### src/rtl/udp_encoder.sv
// rtl/udp_encoder.sv - transmit-side UDP framer with payload buffer and checksum
//
// Latches the IP/UDP header fields on start, buffers up to MAX_PAYLOAD_WORDS
// payload words, then streams {src_port,dest_port}, {len_udp,checksum} and
// the payload as 32-bit words with no backpressure.
//
// Optional feature macro: UDP_ENC_CHECKSUM_EN
//   defined   - UDP checksum over pseudo-header, header and payload, with two
//               fold cycles between the last payload word and the header.
//   undefined - checksum field sent as 0x0000, header follows immediately.
//
// Ports:
//   clk, reset (async, active-low)
//   src_ip, dest_ip        pseudo-header addresses (checksum only)
//   src_port, dest_port    UDP ports
//   len_data               payload length in bytes
//   start                  request, honoured only when idle
//   data_in, data_valid    payload words, big-endian
//   busy                   block not idle
//   err                    one-cycle pulse for an oversize request
//   len_udp                latched len_data + 8
//   data_out, out_valid    datagram word stream
//   fin                    marks the last datagram word
module udp_encoder #(
    parameter int MAX_PAYLOAD_WORDS = 16
) (
    input  logic        clk,
    input  logic        reset,
    input  logic [31:0] src_ip,
    input  logic [31:0] dest_ip,
    input  logic [15:0] src_port,
    input  logic [15:0] dest_port,
    input  logic [15:0] len_data,
    input  logic        start,
    input  logic [31:0] data_in,
    input  logic        data_valid,
    output logic        busy,
    output logic        err,
    output logic [15:0] len_udp,
    output logic [31:0] data_out,
    output logic        out_valid,
    output logic        fin
);

    localparam int AW    = (MAX_PAYLOAD_WORDS > 1) ? $clog2(MAX_PAYLOAD_WORDS) : 1;
    localparam int WW    = $clog2(MAX_PAYLOAD_WORDS + 1);
    localparam int DEPTH = 1 << AW;
    localparam logic [16:0] MAX_BYTES = 17'(4 * MAX_PAYLOAD_WORDS);

    typedef enum logic [2:0] {
        IDLE  = 3'd0,
        LOAD  = 3'd1,
        HDR0  = 3'd2,
        HDR1  = 3'd3,
        DATA  = 3'd4
`ifdef UDP_ENC_CHECKSUM_EN
        ,
        FOLD1 = 3'd5,
        FOLD2 = 3'd6
`endif
    } state_t;

`ifdef UDP_ENC_CHECKSUM_EN
    localparam state_t POST_LOAD = FOLD1;
`else
    localparam state_t POST_LOAD = HDR0;
`endif

    state_t          state, state_n;
    logic            err_q;
    logic [15:0]     src_port_q, dest_port_q;
    logic [WW-1:0]   words, idx;
    logic [31:0]     mem [DEPTH];

    logic            oversize, idx_last, accept;
    logic [WW-1:0]   words_calc;
    logic [31:0]     last_mask, word_in;
    logic [15:0]     csum_field;

    assign oversize   = {1'b0, len_data} > MAX_BYTES;
    // Only meaningful when not oversize, where the quotient fits in WW bits.
    assign words_calc = WW'(len_data[WW+1:2]) + WW'(|len_data[1:0]);
    assign idx_last   = (idx == words - WW'(1));
    assign accept     = (state == LOAD) && data_valid;

    // len_udp = len_data + 8 keeps the same two low bits as len_data.
    always_comb begin
        last_mask = 32'hffff_ffff;
        case (len_udp[1:0])
            2'd1:    last_mask = 32'hff00_0000;
            2'd2:    last_mask = 32'hffff_0000;
            2'd3:    last_mask = 32'hffff_ff00;
            default: last_mask = 32'hffff_ffff;
        endcase
    end

    assign word_in = idx_last ? (data_in & last_mask) : data_in;

    always_ff @(posedge clk) begin
        if (accept) begin
            mem[idx[AW-1:0]] <= word_in;
        end
    end

`ifdef UDP_ENC_CHECKSUM_EN
    logic [31:0] acc, hdr_sum;
    logic [15:0] csum_raw, len_plus8;

    assign len_plus8 = len_data + 16'd8;
    // Pseudo-header plus UDP header; len_udp appears in both.
    assign hdr_sum = 32'(src_ip[31:16]) + 32'(src_ip[15:0]) +
                     32'(dest_ip[31:16]) + 32'(dest_ip[15:0]) +
                     32'h0000_0011 + 32'(len_plus8) +
                     32'(src_port) + 32'(dest_port) + 32'(len_plus8);

    always_ff @(posedge clk or negedge reset) begin
        if (!reset) begin
            acc <= 32'd0;
        end else if (state == IDLE && start) begin
            acc <= hdr_sum;
        end else if (accept) begin
            acc <= acc + 32'(word_in[31:16]) + 32'(word_in[15:0]);
        end else if (state == FOLD1 || state == FOLD2) begin
            acc <= 32'(acc[15:0]) + 32'(acc[31:16]);
        end
    end

    // A computed zero is sent as all-ones; zero means "no checksum".
    assign csum_raw   = ~acc[15:0];
    assign csum_field = (csum_raw == 16'h0000) ? 16'hffff : csum_raw;
`else
    logic unused_ip;
    assign unused_ip  = ^{src_ip, dest_ip};
    assign csum_field = 16'h0000;
`endif

    always_ff @(posedge clk or negedge reset) begin
        if (!reset) begin
            state       <= IDLE;
            err_q       <= 1'b0;
            len_udp     <= 16'd0;
            src_port_q  <= 16'd0;
            dest_port_q <= 16'd0;
            words       <= '0;
            idx         <= '0;
        end else begin
            state <= state_n;
            err_q <= 1'b0;
            if (state == IDLE && start) begin
                src_port_q  <= src_port;
                dest_port_q <= dest_port;
                len_udp     <= len_data + 16'd8;
                words       <= words_calc;
                err_q       <= oversize;
                idx         <= '0;
            end
            if (accept || state == DATA) begin
                idx <= idx_last ? '0 : idx + WW'(1);
            end
        end
    end

    always_comb begin
        state_n = state;
        case (state)
            IDLE: if (start && !oversize) state_n = (len_data == 16'd0) ? POST_LOAD : LOAD;
            LOAD: if (data_valid && idx_last) state_n = POST_LOAD;
`ifdef UDP_ENC_CHECKSUM_EN
            FOLD1: state_n = FOLD2;
            FOLD2: state_n = HDR0;
`endif
            HDR0: state_n = HDR1;
            HDR1: state_n = (words == '0) ? IDLE : DATA;
            DATA: if (idx_last) state_n = IDLE;
            default: state_n = IDLE;
        endcase
    end

    always_comb begin
        data_out  = 32'd0;
        out_valid = 1'b0;
        fin       = 1'b0;
        case (state)
            HDR0: begin
                data_out  = {src_port_q, dest_port_q};
                out_valid = 1'b1;
            end
            HDR1: begin
                data_out  = {len_udp, csum_field};
                out_valid = 1'b1;
                fin       = (words == '0);
            end
            DATA: begin
                data_out  = mem[idx[AW-1:0]];
                out_valid = 1'b1;
                fin       = idx_last;
            end
            default: ;
        endcase
    end

    assign busy = (state != IDLE);
    assign err  = err_q;

endmodule

### config.mk
export PLATFORM = sky130hd
export DESIGN_NAME = udp_encoder
export DESIGN_NICKNAME = d
export VERILOG_FILES = /design/src/rtl/udp_encoder.sv
export SDC_FILE = /design/constraint.sdc
export NUM_CORES = 1
export LEC_CHECK = 0
export ABC_CLOCK_PERIOD_IN_PS = 10900
export BUFFER_PORTS_ARGS = -buffer_cell sky130_fd_sc_hd__buf_4
export CAP_MARGIN = 20
export CORE_MARGIN = 2
export CORE_UTILIZATION = 60
export DETAILED_ROUTE_END_ITERATION = 10
export PLACE_DENSITY = 0.82
export SLEW_MARGIN = 20
export SYNTH_ARGS = -nofsm -noshare
export SYNTH_HDL_FRONTEND = slang
export SYNTH_SLANG_ARGS = --single-unit
### constraint.sdc
create_clock -name clk -period 10.9 [get_ports clk]
set_clock_uncertainty 0.05 [all_clocks]
set_input_delay 1.09 -clock clk [delete_from_list [all_inputs] [get_ports clk]]
set_output_delay 1.09 -clock clk [all_outputs]
set_load 0.02 [all_outputs]
# Yosys cells after proc, flatten, opt, wreduce, memory -nomap -nowiden
# Memory sizes are Yosys's and may differ from the RTL's.
# Cells that the tools add are included.
[totals]
out_inout_bits = 52
input_bits = 148
n_memories = 1
register_bits = 62
elab_cells = 56
mem_bits_rw = 512
[mem_list]
columns = ["name", "depth", "word_bits", "rd", "rd_clocked_by_memory_dff", "write_ports", "line_no", "rtl"]
rows = [
  ["mem", 16, 32, 1, 0, 1, "73", "logic [31:0] mem [DEPTH];"],
]
[classes]
eq_ne = 11
n_lt_le_gt_ge = 1
n_bitwise = 1
n_reduce_logical = 14
add_sub_neg = 4
mux = 17
[ops]
columns = ["cell", "n"]
rows = [
  ["one-hot mux 32 bit (3 select lines)", 1],
  ["one-hot mux 24 bit (3 select lines)", 1],
  ["AND 32 bit", 1],
  ["2-to-1 mux 32 bit", 1],
  ["adder 16 x 4 -> 16 bit, second input constant", 1],
  ["> comparator 16 x 7 -> 1 bit, second input constant", 1],
  ["zero test 16 bit", 1],
  ["2-to-1 mux 5 bit", 3],
  ["one-hot mux 3 bit (5 select lines)", 1],
  ["2-to-1 mux 3 bit", 4],
  ["equality test 3 x 2 -> 1 bit, second input constant", 2],
  ["adder 5 x 1 -> 5 bit", 1],
  ["adder 5 x 1 -> 5 bit, second input constant", 1],
  ["equality test 5 bit", 1],
  ["zero test 5 bit", 1],
  ["subtractor 5 x 1 -> 5 bit, second input constant", 1],
  ["equality test 2 bit, second input constant", 2],
  ["logical AND 1 bit", 4],
  ["2-to-1 mux 1 bit", 4],
  ["inequality test 2 x 1 -> 1 bit, second input constant", 2],
  ["equality test 3 x 1 -> 1 bit, second input constant", 1],
  ["equality test 3 bit, second input constant", 1],
  ["zero test 3 bit", 1],
  ["AND reduction 3 bit", 1],
  ["other kinds (10)", 10],
]

# Longest topological paths before layout
[logic_depth]
word_depth = 5
depth_mapped = 8
mapped_depth_nobuf = 7

# Least setup slack after synthesis
# OpenSTA, ideal clock, no wires.
[synth_timing]
path_kind = "in2reg"
from = "input port data_valid"
to = "memory mem[15][0] (enable)"
path_slack_ns = 6.066
cell_stages = 2
n_path_buf = 0
arrival_time_ns = 4.283
path_cell_list = "nand2_1 > nor4_1"
[synth_between]
elab_chain_len = 3
[synth_lines]
columns = ["item", "line_no", "rtl"]
rows = [
  ["start: declaration", "36", "input logic data_valid,"],
  ["logical AND 1 bit", "84", "assign accept = (state == LOAD) && data_valid;"],
  ["2-to-1 mux 1 bit", "100", "if (accept) begin"],
  ["2-to-1 mux 1 bit (implied by the code)", "101", "mem[idx[AW-1:0]] <= word_in;"],
  ["end: declaration", "73", ""],
]
# Every way passes these cells.

# Worst setup path in the final report
[layout_timing]
from = "register idx[1]"
to = "output port data_out[26]"
[layout_between]
elab_chain_len = 2
[layout_lines]
columns = ["item", "line_no", "rtl"]
rows = [
  ["start: declaration", "72", "logic [WW-1:0] words, idx;"],
  ["start signal: assignment", "158", "idx <= idx_last ? '0 : idx + WW'(1);"],
  ["memory (16 x 32 bit)", "--", ""],
  ["one-hot mux 32 bit (3 select lines)", "183", "case (state)"],
  ["end: declaration", "40", "output logic [31:0] data_out,"],
]
# Every way passes these cells.

==> results.json <==
{
  "reg2reg_slack_ns": 7.09,
  "worstReg2RegStart": "idx[1]",
  "die_width_um": 200,
  "ys_types": 45,
  "grt-ovfl-total": 0,
  "endpoint": "data_out[26]",
  "cts_hold_buf": 0,
  "viasPerCell": 6.36,
  "setup_violations": 0,
  "antenna_found_initial": 4,
  "path_max_fanout": 57,
  "fin_crit_sh_pct": 44.9,
  "grt_start_max_net_pins": 108,
  "crit_path_start": "idx[1]",
  "root_buffer": "clkbuf_16",
  "final.setup.tns_ns": 0,
  "worst_slew_margin_rel_pct": 34.0,
  "fmax_mhz": 204,
  "cellPowerDensity_mw_per_mm2": 216,
  "post_cts_buffers": 0,
  "core_mm2": 0.0377,
  "path_class": "reg -> out",
  "final_layout_size_suffix_gt1_share_pct": 31.0,
  "routabilityCongestion": 0.807,
  "cts_tree": "built",
  "status": "complete, no violations",
  "arrival_ns": 3.75,
  "clock_sinks": 574,
  "worst_slew_pin_slew_ns": 0.990,
  "clk_latency_ns": 0.57,
  "synth_area_mm2": 0.0230,
  "postRouteAntennaNets": 0,
  "finalCriticalPeriod_ns": 4.89,
  "area_growth_pct": 15.1,
  "required_ns": 9.76,
  "synth_flop_cell": "edfxtp_1",
  "wire_per_inst_um": 27.8,
  "start_util_pct": 61.0,
  "grt_first_pass_wirelength_um": 76100,
  "wl_um": 52100,
  "ys_warn_count": 0,
  "yosys.area.top_type_share_pct": 66.9,
  "drv_slew": 0,
  "port_buffers": 135,
  "die_h_um": 200,
  "ir_worst_vdd_v": 0.000124,
  "synth_commonest_cells": "edfxtp_1, mux4_2, mux2i_1",
  "rsz0062_at_grt": "false",
  "rows": 71,
  "syn-mean-instance-area_um2": 19.7,
  "startpoint_type": "register",
  "hold_violations": 0,
  "path_clk_slew_ns": 0.06,
  "synth.yosys.seq_area_share_pct": 73.7,
  "cts_buffers": 55,
  "drt_iter0_drc": 1275,
  "dpl.hpwl_um": 27800,
  "dieArea_mm2": 0.0399,
  "synth_most_common_cell": "edfxtp_1",
  "worst_hold_path.num_cells": 1,
  "regToRegEndpoint": "mem[10][26]",
  "drv_cap": 0,
  "ys_ff_latch": 574,
  "antennaDiodeCount": 0,
  "final_nets": 1479,
  "drt_first_pass_iters": 5,
  "leakage_nw": 8.55,
  "syn_nets": 1324,
  "cts_buffer_depth": 3,
  "yosys.area.top_type": "edfxtp_1",
  "endpoint_kind": "primary output",
  "drc": 0,
  "hold_ws_ns": 0.456,
  "synth-edff-count": 512,
  "hold_class": "reg -> reg",
  "track_usage_pct": 26.9,
  "synth_area_leaders": "edfxtp_1, mux4_2, dfrtp_1, mux2i_1, mux2_2",
  "grt_pass1_vias": 12100,
  "num_vias": 11900,
  "ios": 200,
  "postSynthCellCount": 1166,
  "htreeDepth": 2,
  "post_cts_resized": 0,
  "r2r_cells": 6,
  "ys_async_sr_fraction_pct": 10.8
}
==> critical path, cell delays in order, from the launching register on <==
cell and delay [ns]:
dfrtp_4 0.75, buf_16 0.31, buf_4 0.72, mux4_2 0.42
mux2i_1 0.22, o22a_1 0.32, o21ai_0 0.16, buf_4 0.20
==> worst min path at each step <==
stage	start	end
final	src_port_q[4]	src_port_q[4]
after global routing	dest_port_q[3]	dest_port_q[3]
after CTS	src_port_q[4]	src_port_q[4]
after detailed placement	src_port_q[4]	src_port_q[4]
after global placement	src_port_q[11]	src_port_q[11]
after floorplan	src_port_q[15]	src_port_q[15]
==> cells in the final DEF (no fill, tap or decap), types with 4 or more instances in the layout <==
cell,n
a21oi_1,34
and2_1,16
buf_4,161
clkbuf_1,26
clkbuf_16,57
clkbuf_8,4
clkinv_1,6
clkinv_2,4
dfrtp_1,59
edfxtp_1,512
ha_1,10
inv_1,7
mux2_2,35
mux2i_1,80
mux4_2,128
nand2_1,21
nand2b_1,5
nand3_1,12
nor2_1,41
nor2_4,12
nor2b_1,10
nor3_1,4
nor3_2,4
nor4_1,4
o21ai_0,37
o22a_1,16
xnor2_1,8
xor2_1,12
==> flip-flops by register name, summed over array words and instances, names as in the netlist <==
register / cells
mem: 512
len_udp: 16
src_port_q: 16
dest_port_q: 16
state: 3
words: 5
err: 1
idx: 5
==> cell families (layout without fill, tap and decap cells) <==
logic type               count (synthesis)  count (layout)  synth area share [%]
flip-flops                             574             574                  73.7
buffers and inverters                   72             270                  1.33
XOR/XNOR                                20              20                 0.763
adder cells (fa/ha/maj)                 10              10                 0.545
AO/OA/AOI/OAI                           99              99                  2.70
AND/OR/NAND/NOR                        148             148                  3.23
multiplexers                           243             243                  17.8
==> power by group <==
group	internal, mW	leakage, nW	switching (mW)
Combinational	0.601	2.39	0.608
Sequential	2.55	5.33	0.120
Clock	1.06	0.829	0.763
Total	4.21	8.55	1.49
==> per-layer routing <==
layer / share of wire, % / vias up / routed length, um / global-route usage, %
li1: - / 5019 / - / -
met1: 37 / 6101 / 19500 / 37.1
met2: 49 / 683 / 25400 / 43.3
met3: 11 / 117 / 5670 / 6.11
met4: 2.9 / 0 / 1510 / 8.86
met5: 0 / - / 0 / 0
==> metrics by stage <==
| stage | area (um2) | instances | setup slack, ns | utilization, % | total power [mW] |
|---|---|---|---|---|---|
| 3_5_place_dp | 24700 | 1774 | 6.44 | 65.5 | 3.92 |
| 6_report | 26400 | 1875 | 6.01 | 70.2 | 5.70 |
| 4_1_cts | 26400 | 1874 | 5.82 | 70.1 | 5.74 |
| 2_1_floorplan | 23000 | 1166 | 6.07 | - | 3.59 |
| 3_3_place_gp | 24700 | 1774 | 6.44 | 65.5 | 3.88 |
| 5_1_grt | 26400 | 1875 | 5.80 | 70.2 | 5.92 |
==> area by class of cell <==
type | instances | area, um2
tap | 511 | 639
fill | 2302 | 11200
timing repair buffer | 163 | 1260
inverter | 7 | 26.3
clock buffer | 87 | 1580
multi-input combinational | 520 | 5860
clock inverter | 13 | 133
sequential | 574 | 16900
Note: power is estimated with default switching activity, not from simulation.
